$ cat src/rtl/xgemac_wb_ctrl.sv
// Wishbone master for the xge_mac register block: post-reset init writes,
// interrupt-pending service and round-robin sharing with a host port.
module xgemac_wb_ctrl #(
  parameter logic [7:0]  CFG_ADR     = 8'h00,
  parameter logic [31:0] CFG_VAL     = 32'h0000_0001,
  parameter logic [7:0]  MASK_ADR    = 8'h10,
  parameter logic [31:0] MASK_VAL    = 32'h0000_01FF,
  parameter logic [7:0]  PEND_ADR    = 8'h08,
  parameter int          ACK_TIMEOUT = 16
) (
  input  logic        wb_clk_i,
  input  logic        wb_rst_i,
  output logic [7:0]  wb_adr_o,
  output logic [31:0] wb_dat_o,
  output logic        wb_we_o,
  output logic        wb_stb_o,
  output logic        wb_cyc_o,
  input  logic [31:0] wb_dat_i,
  input  logic        wb_ack_i,
  input  logic        wb_int_i,
  input  logic        host_req,
  input  logic        host_we,
  input  logic [7:0]  host_adr,
  input  logic [31:0] host_wdat,
  output logic        host_ack,
  output logic        host_err,
  output logic [31:0] host_rdat,
  output logic        cfg_done,
  output logic [31:0] int_pend,
  output logic [15:0] int_cnt,
  output logic        timeout_err
);

  typedef enum logic [2:0] {
    CFG_WR, CFG_GAP, MASK_WR, IDLE,
    HOST_CYC, INT_CYC, GAP
  } state_t;

  state_t      r_state;
  logic [15:0] r_tmo;
  logic        r_last_int;
  logic        r_hwe;
  logic [7:0]  r_hadr;
  logic [31:0] r_hdat;

  logic [7:0]  w_adr;
  logic [31:0] w_dat;
  logic        w_we;
  logic        w_tmo;

  assign w_tmo = (r_tmo == 16'(ACK_TIMEOUT - 1));

  // Bus fields presented when a bus state raises stb
  always_comb begin
    w_adr = '0;
    w_dat = '0;
    w_we  = 1'b0;
    unique case (r_state)
      CFG_WR: begin
        w_adr = CFG_ADR;
        w_dat = CFG_VAL;
        w_we  = 1'b1;
      end
      MASK_WR: begin
        w_adr = MASK_ADR;
        w_dat = MASK_VAL;
        w_we  = 1'b1;
      end
      HOST_CYC: begin
        w_adr = r_hadr;
        w_dat = r_hdat;
        w_we  = r_hwe;
      end
      INT_CYC: w_adr = PEND_ADR;
      default: ;
    endcase
  end

  always_ff @(posedge wb_clk_i or posedge wb_rst_i) begin
    if (wb_rst_i) begin
      r_state     <= CFG_WR;
      r_tmo       <= '0;
      r_last_int  <= 1'b1;
      r_hwe       <= 1'b0;
      r_hadr      <= '0;
      r_hdat      <= '0;
      wb_adr_o    <= '0;
      wb_dat_o    <= '0;
      wb_we_o     <= 1'b0;
      wb_stb_o    <= 1'b0;
      wb_cyc_o    <= 1'b0;
      host_ack    <= 1'b0;
      host_err    <= 1'b0;
      host_rdat   <= '0;
      cfg_done    <= 1'b0;
      int_pend    <= '0;
      int_cnt     <= '0;
      timeout_err <= 1'b0;
    end else begin
      host_ack <= 1'b0;
      host_err <= 1'b0;
      unique case (r_state)
        CFG_GAP: r_state <= MASK_WR;
        GAP:     r_state <= IDLE;
        IDLE: begin
          // Host wins unless interrupt is also up and host went last
          if (host_req && (!wb_int_i || r_last_int)) begin
            r_state    <= HOST_CYC;
            r_last_int <= 1'b0;
            r_hwe      <= host_we;
            r_hadr     <= host_adr;
            r_hdat     <= host_wdat;
          end else if (wb_int_i) begin
            r_state    <= INT_CYC;
            r_last_int <= 1'b1;
          end
        end
        default: begin
          if (!wb_stb_o) begin
            wb_stb_o <= 1'b1;
            wb_cyc_o <= 1'b1;
            wb_adr_o <= w_adr;
            wb_dat_o <= w_dat;
            wb_we_o  <= w_we;
            r_tmo    <= '0;
          end else if (wb_ack_i || w_tmo) begin
            wb_stb_o <= 1'b0;
            wb_cyc_o <= 1'b0;
            if (!wb_ack_i)
              timeout_err <= 1'b1;
            unique case (r_state)
              CFG_WR: r_state <= CFG_GAP;
              MASK_WR: begin
                cfg_done <= 1'b1;
                r_state  <= GAP;
              end
              HOST_CYC: begin
                host_ack <= 1'b1;
                host_err <= !wb_ack_i;
                if (wb_ack_i && !r_hwe)
                  host_rdat <= wb_dat_i;
                r_state <= GAP;
              end
              INT_CYC: begin
                if (wb_ack_i) begin
                  int_pend <= wb_dat_i;
                  if (int_cnt != 16'hFFFF)
                    int_cnt <= int_cnt + 16'd1;
                end
                r_state <= GAP;
              end
              default: r_state <= IDLE;
            endcase
          end else begin
            r_tmo <= r_tmo + 16'd1;
          end
        end
      endcase
    end
  end

endmodule

$ cat config.mk
export PLATFORM = sky130hd
export DESIGN_NAME = xgemac_wb_ctrl
export DESIGN_NICKNAME = d
export VERILOG_FILES = /design/src/rtl/xgemac_wb_ctrl.sv
export SDC_FILE = /design/constraint.sdc
export NUM_CORES = 1
export LEC_CHECK = 0
export BUFFER_PORTS_ARGS = -buffer_cell sky130_fd_sc_hd__buf_4
export CAP_MARGIN = 10
export CORE_ASPECT_RATIO = 1.5
export CORE_UTILIZATION = 25
export CTS_CLUSTER_SIZE = 20
export DETAILED_ROUTE_END_ITERATION = 8
export PLACE_DENSITY = 0.45
export SETUP_SLACK_MARGIN = 0.4
export SLEW_MARGIN = 5
export SYNTH_ARGS = -nofsm -noshare
export SYNTH_HDL_FRONTEND = slang
export SYNTH_SLANG_ARGS = --single-unit
$ cat constraint.sdc
create_clock -name wb_clk_i -period 8.6 [get_ports wb_clk_i]
set_input_delay 1.72 -clock wb_clk_i [delete_from_list [all_inputs] [get_ports wb_clk_i]]
set_output_delay 1.72 -clock wb_clk_i [all_outputs]
set_load 0.1 [all_outputs]
=== Yosys cells after proc, flatten, opt, wreduce, memory -nomap -nowiden ===
Index checks and enable logic that the tools add are counted.

* Flip-flop bits (word level): 188
* Input port bits: 78
* Output and inout port bits: 127

* Add/subtract/negate cells: 2
* Equal/unequal tests: 11
* Multiplexer cells: 25
* Bitwise gates (word level): 3
* Reduce and logical (&&, ||, !) cells: 25

{| class="wikitable"
|+ Operators by type and width
! cell !! count
|-
| case mux 32 bit (3 select lines) || 1
|-
| adder 16 x 1 -> 16 bit, second input constant || 2
|-
| two-way mux 16 bit || 2
|-
| case mux 8 bit (3 select lines) || 1
|-
| equality test 16 x 4 -> 1 bit, second input constant || 1
|-
| != test 16 bit, second input constant || 1
|-
| two-way mux 1 bit || 14
|-
| two-way mux 3 bit || 4
|-
| AND reduction 2 bit || 5
|-
| AND reduction 5 bit || 2
|-
| equality test 3 bit, second input constant || 3
|-
| case mux 3 bit (3 select lines) || 1
|-
| AND reduction 4 bit || 2
|-
| nonzero test 4 bit || 2
|-
| equality test 3 x 2 -> 1 bit, second input constant || 2
|-
| case mux 3 bit (2 select lines) || 1
|-
| AND reduction 6 bit || 1
|-
| OR reduction 3 bit || 2
|-
| equality test 3 x 1 -> 1 bit, second input constant || 1
|-
| zero test 1 bit || 3
|-
| zero test 3 bit || 1
|-
| != test 3 bit, second input constant || 1
|-
| inverter 1 bit || 3
|-
| AND reduction 3 bit || 1
|-
| other kinds (7) || 9
|}

=== Logic depth before layout (Yosys ltp) ===
Gate-level depths: netlist of the first run.

* Word-level depth: 6
* Depth in mapped cells: 8
* Gate-level depth less buffers: 6

=== Worst setup path after synthesis of the first run ===
No wires, ideal clock.

* Kind: input port to flip-flop
* From: input wb_ack_i
* To: register int_cnt[11]
* Setup time: 159 ps
* Arrival time: 3085 ps
* Data required time: 8441 ps
* Setup slack: 5356 ps
* Stages on the path: 7
* Buffers on the path: 2
* Path through: buf_2 nand3_1 or2_2 buf_2 nor4b_2 nand4_1 xnor2_1

* Cells in the longest elaborated chain, start to end: 2

{| class="wikitable"
|+ Ends and longest elaborated chain
! what !! RTL line !! text
|-
| start, declared || 19 || <nowiki>input logic wb_ack_i,</nowiki>
|-
| logical OR 1 bit || 126 || <nowiki>end else if (wb_ack_i || w_tmo) begin</nowiki>
|-
| AND reduction 6 bit (no source line) * || - ||
|-
| end signal, assigned || 148 || <nowiki>int_cnt <= int_cnt + 16'd1;</nowiki>
|-
| end, declared || 30 || <nowiki>output logic [15:0] int_cnt,</nowiki>
|}

Every way passes the cells marked *; elsewhere a longest branch is shown, timed or not.
A chain may end at the register's enable or synchronous reset.

=== Worst setup path after layout of the first run ===
* From: register wb_stb_o
* To: output wb_stb_o

{| class="wikitable"
|+ RTL lines
! what !! RTL line !! text
|-
| start, declared || 16 || <nowiki>output logic wb_stb_o,</nowiki>
|-
| start signal, assigned || 90 || <nowiki>wb_stb_o <= 1'b0;</nowiki>
|-
| start signal, assigned || 120 || <nowiki>wb_stb_o <= 1'b1;</nowiki>
|-
| start signal, assigned || 127 || <nowiki>wb_stb_o <= 1'b0;</nowiki>
|}

No word-level cell between the ends.

==> results.cfg, run 1 <==
[routing]
antenna_left = 0
drt_pass1_iterations = 7
wire_per_inst_um = 16.04
drc_errors = 0
first_iter_violations = 254
vias = 5929
routed_wl_um = 21270
vias_per_cell = 4.471

[placed_design]
port_buffers = 204
dp_hpwl_um = 14380
gp_congestion = 0.7887

[clock_tree]
clkSlewWorstSetupHoldPaths_ns = 0.07
clk_latency_ns = 0.44
root_buffer = clkbuf_16
cts_buffers = 17
cts_resized = 0
cts_max_path_buffers = 2
cts_hold_buffers = 0
postCtsSetupBuffers = 0
cts.sinks = 188
cts_tree = done
h-tree-depth = 4

[timing]
finalHoldViolations = 0
max_slew_margin_pct = 28.21
fin_skew_ns = 0.01102
finalHoldWorstSlack_ns = 0.4705
worst_pin_slew_ns = 1.077
slew_violations = 0
min_period_over_period_pct = 39.90
rsz0062_at_grt = no
fin_tns_setup_ns = 0
finalSetupViolations = 0
timing.fmax_mhz = 291.4
period_minus_slack_ns = 3.431

[die]
core_area_um2 = 30940
row_count = 79
die_h_um = 218.6
top_level_ports = 205
dieArea_um2 = 32010
die_w_um = 146.4
initial_core_util_pct = 25.28

[global_routing]
grt_pass1_wl_um = 34200
grt_max_degree = 116
track_usage_pct = 13.87
gr-total-overflow = 0
grt_pass1_vias = 6123
antenna_found_initial = 0

[logic_synthesis]
synth_top_area_share_pct = 59.83
synth_area_leader_cell = dfrtp_1
synth_area_leaders = dfrtp_1 (60%), mux2_2 (9.5%), nand2_1 (9.0%), nand3_1 (2.6%), a21oi_1 (1.5%)
synth_flop_cell = dfrtp_1
yosys-top-cells-count = dfrtp_1 (187), nand2_1 (187), mux2_2 (66)
ys_ff_latch = 188
synth.avg_cell_area_um2 = 10.94
synth_cells = 715
synth-async-reset-ratio_pct = 100.0
yosys_warnings = 0
synth_edf_count = 0
mappedNetlistNets = 795
synth_area_um2 = 7821
ys_seq_area_share_pct = 60.17
ys_types = 50

[worst_setup_path]
path_class = flip-flop to output port
timing.critical_path.buf_inv = 1
startpoint_type = flip-flop
crit_required_ns = 6.88
arrival_ns = 1.71
path_cells = buf_4
crit_fanout = 22
cp-end-kind = output port
cp_slowest_stage_delay_ns = 0.83
critPathSlowestCell = dfrtp_1
cpLargestDelayFamily = flip-flops

[run]
maxCapViolations = 0

[outcome]
status = finished clean

[finish]
fill_cells = 3233
fin_nets = 989
area_growth_pct = 32.59
drive_gt1_share_pct = 34.74
antenna_cells = 0

[worst_hold_path]
min_path_type = flip-flop to flip-flop
cell usage in the layout (no fill, tap or decap), types with 13 or more instances in the layout:
cell type    n
a21oi_1     24
clkbuf_16   17
buf_4      210
nand4_1     13
nand3_1     40
nand2_1    187
nor2_1      18
o21ai_0     23
mux2_2      66
dfrtp_1    187
cells by family (layout without fill, tap and decap cells):
kind of cell,Yosys count,count (layout),synth area share [%]
xor+xnor,15,15,1.680
mux,74,74,10.65
simple gates,300,300,17.12
buf+inv,46,252,2.751
fa+ha+maj,2,2,0.3199
compound gates,90,90,7.311
flops,188,188,60.17
state kept, by name (all words and copies together) (netlist names), 3 cells and up:
signal     cells
host_rdat     32
int_pend      32
r_hdat        32
wb_dat_o      32
int_cnt       16
r_tmo         16
r_hadr         8
wb_adr_o       8
r_state        3
worst paths after layout:
kind                                 end  slack, ns         from  depth (start not counted)
hold reg to reg              wb_adr_o[0]       0.47  wb_adr_o[0]                          2
setup reg to reg           host_rdat[27]       5.83     wb_stb_o                          5
setup / recovery                wb_stb_o       5.17     wb_stb_o                          1
hold / removal               wb_adr_o[0]       0.47  wb_adr_o[0]                          2
min in group asynchronous   int_pend[31]       1.46     wb_rst_i                          2
max in group asynchronous      r_hdat[3]       5.64     wb_rst_i                          3
per-layer routing:
layer	track usage, %	routed length, um
met5	0	0
met4	4.722	258
met3	4.384	1360
met2	23.89	10910
met1	16.18	8746
stage by stage:
stage,utilization (%),std cells,cell area [um^2],worst slack [ns]
after floorplan,-,715,7821,1.768
final,33.52,1326,10370,5.169
after global routing,33.52,1326,10370,5.067
after detailed placement,31.54,1295,9758,4.890
after global placement,31.54,1295,9758,4.994
after CTS,33.52,1326,10370,5.142
layout make-up:
type,count,area (um^2),area share (%)
Tap cell,405,506.7,4.887
Timing Repair Buffer,210,1577,15.20
Sequential cell,188,4706,45.38
Inverter,11,48.80,0.4706
Multi-Input combinational cell,481,2920,28.16
Clock buffer,20,456.7,4.404
Clock inverter,11,155.1,1.496
Power of run 1 is not shown: default switching activity piles up to over one toggle a cycle in this logic, so the estimate is an artifact.
==> run 2: changes to the inputs <==
--- a/config.mk
+++ b/config.mk
@@ -11,7 +11,7 @@
 export CORE_UTILIZATION = 25
 export CTS_CLUSTER_SIZE = 20
 export DETAILED_ROUTE_END_ITERATION = 8
-export PLACE_DENSITY = 0.45
+export PLACE_DENSITY = 0.46
 export SETUP_SLACK_MARGIN = 0.4
 export SLEW_MARGIN = 5
 export SYNTH_ARGS = -nofsm -noshare
==> constraint.sdc (replaced) <==
create_clock -name wb_clk_i -period 2.9 [get_ports wb_clk_i]
set_input_delay 0.58 -clock wb_clk_i [delete_from_list [all_inputs] [get_ports wb_clk_i]]
set_output_delay 0.58 -clock wb_clk_i [all_outputs]
set_load 0.1 [all_outputs]
==> results.cfg, run 2 (synthesized netlist as in run 1, its figures left out) <==
[outcome]
status = finished clean

[routing]
vias_per_cell = 4.501
drc_errors = 0
antenna_left = 0
first_iter_violations = 313
wire_per_inst_um = 15.86
routed_wl_um = 21250
vias = 6032
drt_pass1_iterations = 4

[finish]
regArea_um2 = 4706
drive_gt1_share_pct = 35.61
final_cell_mix = buf_4 (217), nand2_1 (187), dfrtp_1 (187)
layout_commonest_cell = buf_4
antenna_cells = 0
fin_nets = 1003
area_growth_pct = 33.98
multi_input_area_um2 = 2915
fill_cells = 3157

[clock_tree]
cts_max_path_buffers = 2
cts_hold_buffers = 0
h-tree-depth = 4
cts_tree = done
cts.sinks = 188
clkSlewWorstSetupHoldPaths_ns = 0.07
postCtsSetupBuffers = 0
root_buffer = clkbuf_16
cts_buffers = 17
clk_latency_ns = 0.45
cts_resized = 0

[worst_setup_path]
cp_slowest_stage_delay_ns = 0.62
critPathSlowestCell = dfrtp_1
cp-end-kind = flip-flop
path_cells = nor2b_1 -> a211o_1 -> nor4_4 -> buf_12 -> mux2_2
arrival_ns = 2.54
crit_fanout = 32
crit_required_ns = 3.23
path_class = flip-flop to flip-flop
timing.critical_path.buf_inv = 1
startpoint_type = flip-flop
cpLargestDelayFamily = flip-flops

[timing]
fin_skew_ns = 0.01109
fin_tns_setup_ns = 0
slew_violations = 0
setup_ws_ns = 0.6859
min_period_over_period_pct = 76.35
worst_pin_slew_ns = 0.7262
timing.fmax_mhz = 451.7
max_slew_margin_pct = 51.07
period_minus_slack_ns = 2.214
finalHoldViolations = 0
finalSetupViolations = 0
rsz0062_at_grt = no

[placed_design]
pre_cts_slack_ns = 0.6663
dp_hpwl_um = 14780
gp_congestion = 0.7084
port_buffers = 204

[global_routing]
gr-total-overflow = 0
grt_pass1_wl_um = 34230
antenna_found_initial = 0
grt_max_degree = 42
track_usage_pct = 13.93
grt_pass1_vias = 6134

[die]
die_h_um = 218.6
top_level_ports = 205
core_area_um2 = 30940
initial_core_util_pct = 25.28
die_w_um = 146.4
row_count = 79
dieArea_um2 = 32010

[run]
maxCapViolations = 0

[worst_hold_path]
min_path_type = primary input to asynchronous set/reset pin
[run 2: cell count changes in the layout (fill, tap and decap cells not counted), moves of 2 or more]
cell,delta
inv_8,-2
clkinvlp_4,+2
bufinv_16,-3
buf_4,+7
clkinv_2,+2
inv_6,-2
buf_12,+7
[run 2: layer usage]
metal	vias to the layer above	part of all wire (%)	global-route usage, %
met3	9	6.2	4.614
met4	0	0.92	4.514
li1	2873	-	-
met2	170	51	23.81
met5	-	0	0
met1	2980	42	16.36
[run 2: cell type report]
cell class / instances / share of cell area [%]
flip-flops and latches: 188 / 44.91
multi-input cells: 481 / 27.82
repair buffers: 224 / 16.88
well taps: 405 / 4.836
clock buffers: 22 / 4.525
clock inverters: 9 / 0.5970
inverters: 11 / 0.4299
[run 2: path summary, 6_finish.rpt]
kind,startpoint,to,slack (ns),cells past startpoint
worst min register to register,wb_dat_o[31],wb_dat_o[31],0.47,2
worst max-delay path,r_state[2],host_rdat[19],0.69,5
max in group asynchronous,wb_rst_i,int_cnt[2],2.10,3
worst min-delay path,wb_rst_i,int_pend[25],0.19,2
min in group wb_clk_i,host_req,r_last_int,0.31,2
worst max register to register,r_state[2],host_rdat[19],0.69,5
[run 2: metrics by stage]
stage	utilization, %	cells	hold slack [ns]	area (um^2)
2_1_floorplan	-	715	0.4631	7825
3_3_place_gp	32.13	1309	0.4522	9942
3_5_place_dp	32.13	1309	0.4604	9942
4_1_cts	33.87	1340	0.1840	10480
5_1_grt	33.87	1340	0.1949	10480
6_report	33.87	1340	0.1918	10480
Power of run 2 is left out for the same reason.
